==> src/rtl/bcd_count_ctrl.sv <==
// bcd_count_ctrl: run/stop controller around a 3-digit BCD incrementer.
// It owns the count register, the prescaler, the target compare and the
// 999 -> 000 wrap. It also provides a one-deep snapshot handshake for the
// display/readout path.
// Optional build macro: BCD_CNT_SAT_EN. When it is defined, the counter
// saturates at 999 and finishes instead of wrapping.
module bcd_count_ctrl #(
    parameter int PRESCALE = 4,
    parameter int PS_W     = 8
) (
    input  logic        clk,
    input  logic        reset,
    input  logic        start,
    input  logic        stop,
    input  logic        load,
    input  logic [11:0] load_val,
    input  logic [11:0] target,
    output logic [11:0] count,
    output logic        running,
    output logic        done,
    output logic        wrap,
    output logic        load_err,
    input  logic        snap_req,
    output logic        snap_valid,
    input  logic        snap_ready,
    output logic [11:0] snap_data
);

    localparam logic [1:0]      ST_IDLE = 2'd0;
    localparam logic [1:0]      ST_RUN  = 2'd1;
    localparam logic [1:0]      ST_DONE = 2'd2;
    localparam logic [PS_W-1:0] PS_LAST = PS_W'(PRESCALE - 1);
    localparam logic [11:0]     BCD_MAX = 12'h999;

    logic [1:0]      state_q, state_d;
    logic [11:0]     count_q, count_d;
    logic [PS_W-1:0] ps_q, ps_d;
    logic            done_q, done_d;
    logic            wrap_q, wrap_d;
    logic            loadErr_q, loadErr_d;
    logic            snapValid_q, snapValid_d;
    logic [11:0]     snapData_q, snapData_d;

    logic        loadOk;
    logic        loadBad;
    logic [11:0] stepInc;

    function automatic logic digitsValid(input logic [11:0] v);
        return (v[3:0] <= 4'd9) && (v[7:4] <= 4'd9) && (v[11:8] <= 4'd9);
    endfunction

    // This is a plain BCD incrementer, the same as the datapath unit. It maps 999 to
    // 12'hA00, so the step logic intercepts 999 before this value is used.
    function automatic logic [11:0] bcdInc(input logic [11:0] v);
        logic [3:0] u, t, h;
        u = v[3:0];
        t = v[7:4];
        h = v[11:8];
        if (u == 4'd9) begin
            u = 4'd0;
            if (t == 4'd9) begin
                t = 4'd0;
                h = h + 4'd1;
            end else begin
                t = t + 4'd1;
            end
        end else begin
            u = u + 4'd1;
        end
        return {h, t, u};
    endfunction

    assign loadOk  = load && digitsValid(load_val);
    assign loadBad = load && !digitsValid(load_val);
    assign stepInc = bcdInc(count_q);

    // Control FSM, prescaler and count update. A valid load has the highest priority.
    // A rejected load only raises load_err, and the other inputs still act.
    always_comb begin
        state_d   = state_q;
        count_d   = count_q;
        ps_d      = ps_q;
        done_d    = 1'b0;
        wrap_d    = 1'b0;
        loadErr_d = loadBad;
        if (loadOk) begin
            count_d = load_val;
            ps_d    = '0;
            state_d = ST_IDLE;
        end else begin
            case (state_q)
                ST_RUN: begin
                    if (stop) begin
                        state_d = ST_IDLE;
                        ps_d    = '0;
                    end else if (ps_q == PS_LAST) begin
                        ps_d = '0;
                        if (count_q == BCD_MAX) begin
`ifdef BCD_CNT_SAT_EN
                            state_d = ST_DONE;
                            done_d  = 1'b1;
`else
                            count_d = 12'h000;
                            wrap_d  = 1'b1;
                            if (target == 12'h000) begin
                                state_d = ST_DONE;
                                done_d  = 1'b1;
                            end
`endif
                        end else begin
                            count_d = stepInc;
                            if (stepInc == target) begin
                                state_d = ST_DONE;
                                done_d  = 1'b1;
                            end
                        end
                    end else begin
                        ps_d = ps_q + 1'b1;
                    end
                end
                default: begin
                    if (start) begin
                        state_d = ST_RUN;
                        ps_d    = '0;
                    end
                end
            endcase
        end
    end

    // Snapshot handshake. A pending snapshot blocks new requests until it is accepted.
    always_comb begin
        snapValid_d = snapValid_q;
        snapData_d  = snapData_q;
        if (snapValid_q) begin
            if (snap_ready) begin
                snapValid_d = 1'b0;
            end
        end else if (snap_req) begin
            snapValid_d = 1'b1;
            snapData_d  = count_q;
        end
    end

    // State registers with synchronous reset
    always_ff @(posedge clk) begin
        if (reset) begin
            state_q     <= ST_IDLE;
            count_q     <= 12'h000;
            ps_q        <= '0;
            done_q      <= 1'b0;
            wrap_q      <= 1'b0;
            loadErr_q   <= 1'b0;
            snapValid_q <= 1'b0;
            snapData_q  <= 12'h000;
        end else begin
            state_q     <= state_d;
            count_q     <= count_d;
            ps_q        <= ps_d;
            done_q      <= done_d;
            wrap_q      <= wrap_d;
            loadErr_q   <= loadErr_d;
            snapValid_q <= snapValid_d;
            snapData_q  <= snapData_d;
        end
    end

    assign count      = count_q;
    assign running    = (state_q == ST_RUN);
    assign done       = done_q;
    assign wrap       = wrap_q;
    assign load_err   = loadErr_q;
    assign snap_valid = snapValid_q;
    assign snap_data  = snapData_q;

endmodule
==> config.mk <==
export PLATFORM = sky130hd
export DESIGN_NAME = bcd_count_ctrl
export DESIGN_NICKNAME = d
export VERILOG_FILES = /design/src/rtl/bcd_count_ctrl.sv
export SDC_FILE = /design/constraint.sdc
export NUM_CORES = 1
export LEC_CHECK = 0
export ABC_AREA = 1
export ABC_CLOCK_PERIOD_IN_PS = 4100
export BUFFER_PORTS_ARGS = -buffer_cell sky130_fd_sc_hd__buf_4
export CAP_MARGIN = 20
export CORE_MARGIN = 2
export CORE_UTILIZATION = 40
export CTS_CLUSTER_DIAMETER = 60
export DETAILED_ROUTE_END_ITERATION = 12
export PLACE_DENSITY_LB_ADDON = 0.08
export SYNTH_ARGS = -nofsm -noshare
export SYNTH_HDL_FRONTEND = slang
export SYNTH_SLANG_ARGS = --single-unit
==> constraint.sdc <==
create_clock -name clk -period 4.1 [get_ports clk]
set_input_delay 0.205 -clock clk [delete_from_list [all_inputs] [get_ports clk]]
set_output_delay 0.205 -clock clk [all_outputs]
set_load 0.02 [all_outputs]
==> results.md <==
* Number of distinct standard cells referenced by the synthesized netlist at 32
* Dominant combinational cell family by area after synthesis: simple AND/OR/NAND/NOR gates
* Portion of the post-synthesis area used by sequential elements at 0.334
* Synth Net Count at 385
* Crit path arrival time at 2360 ps
* CP Capture Type: register
* Netlist area before placement at 2280 um^2
* Setup skew after layout at 8.83 ps
* Largest area contributor in the netlist: dfxtp_1
* Worst min-delay path class: in -> reg
* CTS tree: done
* Final wirelength at 6.48 mm
* Remaining antenna violation count after routing at 0
* Cell Chain, Critical Path: inv_1, ha_1, nand2_1, nor2_4, nand3_1, nand2_1, nand3_1, nand2_1, nand2_1, nor2_1, nand3_1, nand3_1, nand2_1, nand2_1, a21oi_2
* Most numerous cell on the critical path: nand2_1
* Half-perimeter wire length of the detailed placement result at 5.11 mm
* Insertion delay of the later-clocked pin in the worst-skew pair at 290 ps
* Final Net Count at 445
* Startpoint type of the worst setup path: register
* Num rows at 27
* Total Negative Setup Slacks at 0 ps
* Max Fclk at 0.460 GHz
* Largest fanout of any net on the critical path at 6
* Post-CTS setup repair buffer count at 0
* Total overflow reported by the global router at 0
* Max Root-Sink Buffers at 2
* Proportion of synthesized flip-flops having asynchronous set or reset at 0
* Required time of the critical path at 4290 ps
* Placeable core area at 5510 um^2
* Actual slew at the worst max-slew pin at 560 ps
* Share of the synthesized area in the top cell type at 0.334
* Worst path bufs/invs at 1
* Post-layout worst setup margin at 1930 ps
* Detail-routed net length per standard cell at 13.4 um
* GRT Resource Usage Total at 0.219
* Xor-xnor portion of the synthesized cell area at 0.0115
* Quantity of I/O buffers inserted on ports at 59
* Routability-driven placement congestion ratio at 0.927
* Final-layout fill cell count at 573
* Number of antenna repair diodes at 0
* Slowest library cell on the worst path: dfxtp_1
* Clock slew at the register clock pins of the worst setup and hold paths at 80 ps
* Delay of the slowest cell on the worst path at 340 ps
* H-tree Lvls at 2
* DRC errors left at 0
* Simple-gate portion of the synthesized area at 0.385
* Vias at 2410
* Reported leakage power at 1.41 nW
* Synth-to-layout area growth at 28.8%
* Final critical delay including setup and external delays at 2170 ps
* Outcome: finished, final reports clean
* Share of final-layout standard cells stronger than drive strength 1 at 0.202
* Seq cells post-synth at 38
* Power per cell area at 329 nW/um^2
* Global-route wire length before repair at 10.8 mm
* Number of violations of the max-capacitance limit at 0
* Post-Synthesis Mean Instance Area at 6.52 um^2
* Total count of max-transition violations in the final report at 0
* Count of flip-flops with a built-in enable after synthesis at 0
* Effective utilization at floorplan at 0.414
* Chip height at 79.5 um
* Setup slack at placement at 1980 ps
* Mean number of vias per cell at 5.00
* Count of clock tree sinks at 38
* Largest cells by area after synthesis: dfxtp_1 (33%), nand2_1 (15%), inv_1 (8.2%)
* X dimension of the die at 79.5 um
* Adder-cell area share of the yosys netlist at 0.0275
* Final period utilization at 0.530
* Root buf cell: clkbuf_8
* Primary FF master, synth: dfxtp_1
* Final Hold Viols at 0
* Compound-gate portion of the synthesized area at 0.144
* Peak supply drop at 0.228 mV
* DIE AREA at 6310 um^2
* Via count of the first global-routing pass at 2301
* Total CTS buffers at 5
* Critical setup path kind: reg -> reg
* Post_cts resized at 0
* Hold buffer count at cts at 0
* Max-slew headroom at 0.625
* Initial drt markers at 145
* Initial antenna violation count at 0
* Final setup viols at 0
* Number of warnings reported in the yosys synthesis log at 0
* Crit-path leading delay family: simple AND/OR/NAND/NOR gates
* Pin count of the biggest net entering global routing at 26
* Number of detailed-routing iterations run before antenna repair at 4
* Ports placed on the boundary at 60
* Number of instances in the synthesized netlist at 349
* RSZ-0062 raised after global routing: false
* Multiplexer share of the synthesized area at 0
## kinds of logic after synthesis
family	after synthesis
simple gates	187
buf+inv	59
compound gates	57
flops	38
fa+ha+maj	5
xor+xnor	3
## per-stage QoR
step / area [um^2] / utilization / hold slack, ps / std cells / total power, W
5_1_grt: 2930 / 0.533 / 157 / 482 / 0.00101
6_report: 2930 / 0.533 / 159 / 482 / 0.000965
3_5_place_dp: 2790 / 0.507 / 453 / 474 / 0.000577
4_1_cts: 2930 / 0.533 / 143 / 482 / 0.000971
2_1_floorplan: 2280 / - / 331 / 349 / 0.000503
3_3_place_gp: 2790 / 0.507 / 453 / 474 / 0.000576
## flip-flops by register name (all words and copies together) (netlist names)
register    flops
count          12
snap_data      12
ps_q            8
state_q         2
done            1
load_err        1
snap_valid      1
wrap            1
## layout make-up
class | instances | area [um^2] | share of cell area
Multi-Input combinational cell | 252 | 1290 | 0.441
Sequential cell | 38 | 761 | 0.259
Timing Repair Buffer | 60 | 450 | 0.154
Inverter | 52 | 195 | 0.0666
Tap cell | 72 | 90.1 | 0.0307
Clock buffer | 6 | 82.6 | 0.0282
Clock inverter | 2 | 60.1 | 0.0205
## layer usage
metal  track usage  up-vias  wire (um)
met5             0        -          0
met4        0.0621        0         53
met3        0.0373        7        463
met2         0.339       79       2910
met1         0.311     1072       3060
li1              -     1252          -
## where the power goes
group          internal [W]  switching, W  total, W
logic             0.0000692     0.0000993  0.000169
registers          0.000386     0.0000140  0.000400
clock network      0.000260      0.000136  0.000396
## cells in the mapped netlist (4+ instances only)
cell type,instances
nand2_1,94
inv_1,50
dfxtp_1,38
nand3_1,34
nor2_1,30
a21oi_1,21
o21ai_0,20
clkbuf_1,6
ha_1,5
nand4_1,5
a221oi_1,4
nor3_1,4
## final timing paths
path | startpoint | end | slack [ps] | depth (start not counted)
max | count[5]$_SDFFE_PP0P_ | state_q[0]$_SDFFE_PP0P_ | 1930 | 15
min | reset | count[9]$_SDFFE_PP0P_ | 160 | 2
max reg2reg | count[5]$_SDFFE_PP0P_ | state_q[0]$_SDFFE_PP0P_ | 1930 | 15
min reg2reg | state_q[1]$_SDFFE_PP0P_ | state_q[1]$_SDFFE_PP0P_ | 460 | 2
## layout by cell type, fill, tap and decap left out, types with 3 or more instances in the layout
master,synthesis,layout
dfxtp_1,38,38
clkbuf_8,0,6
nand4_1,5,5
nor2_4,3,3
nand3_1,34,34
nor3_1,4,4
ha_1,5,5
a31oi_1,3,3
a221oi_1,4,4
inv_1,50,50
o21ai_0,20,20
buf_4,0,60
nand3b_1,3,3
a21oi_1,21,21
nor4_1,3,3
nand2_1,94,94
nor2_1,30,30
o21a_1,3,3
## worst register-to-register path, cell delays in order, from the launching register on
cell and delay (ps):
dfxtp_1 340, inv_1 130, ha_1 230, nand2_1 100, nor2_4 200, nand3_1 250, nand2_1 120, nand3_1 80
nand2_1 100, nand2_1 60, nor2_1 80, nand3_1 80, nand3_1 80, nand2_1 80, nand2_1 80, a21oi_2 50
No activity file was read; power rests on OpenSTA's default activity.
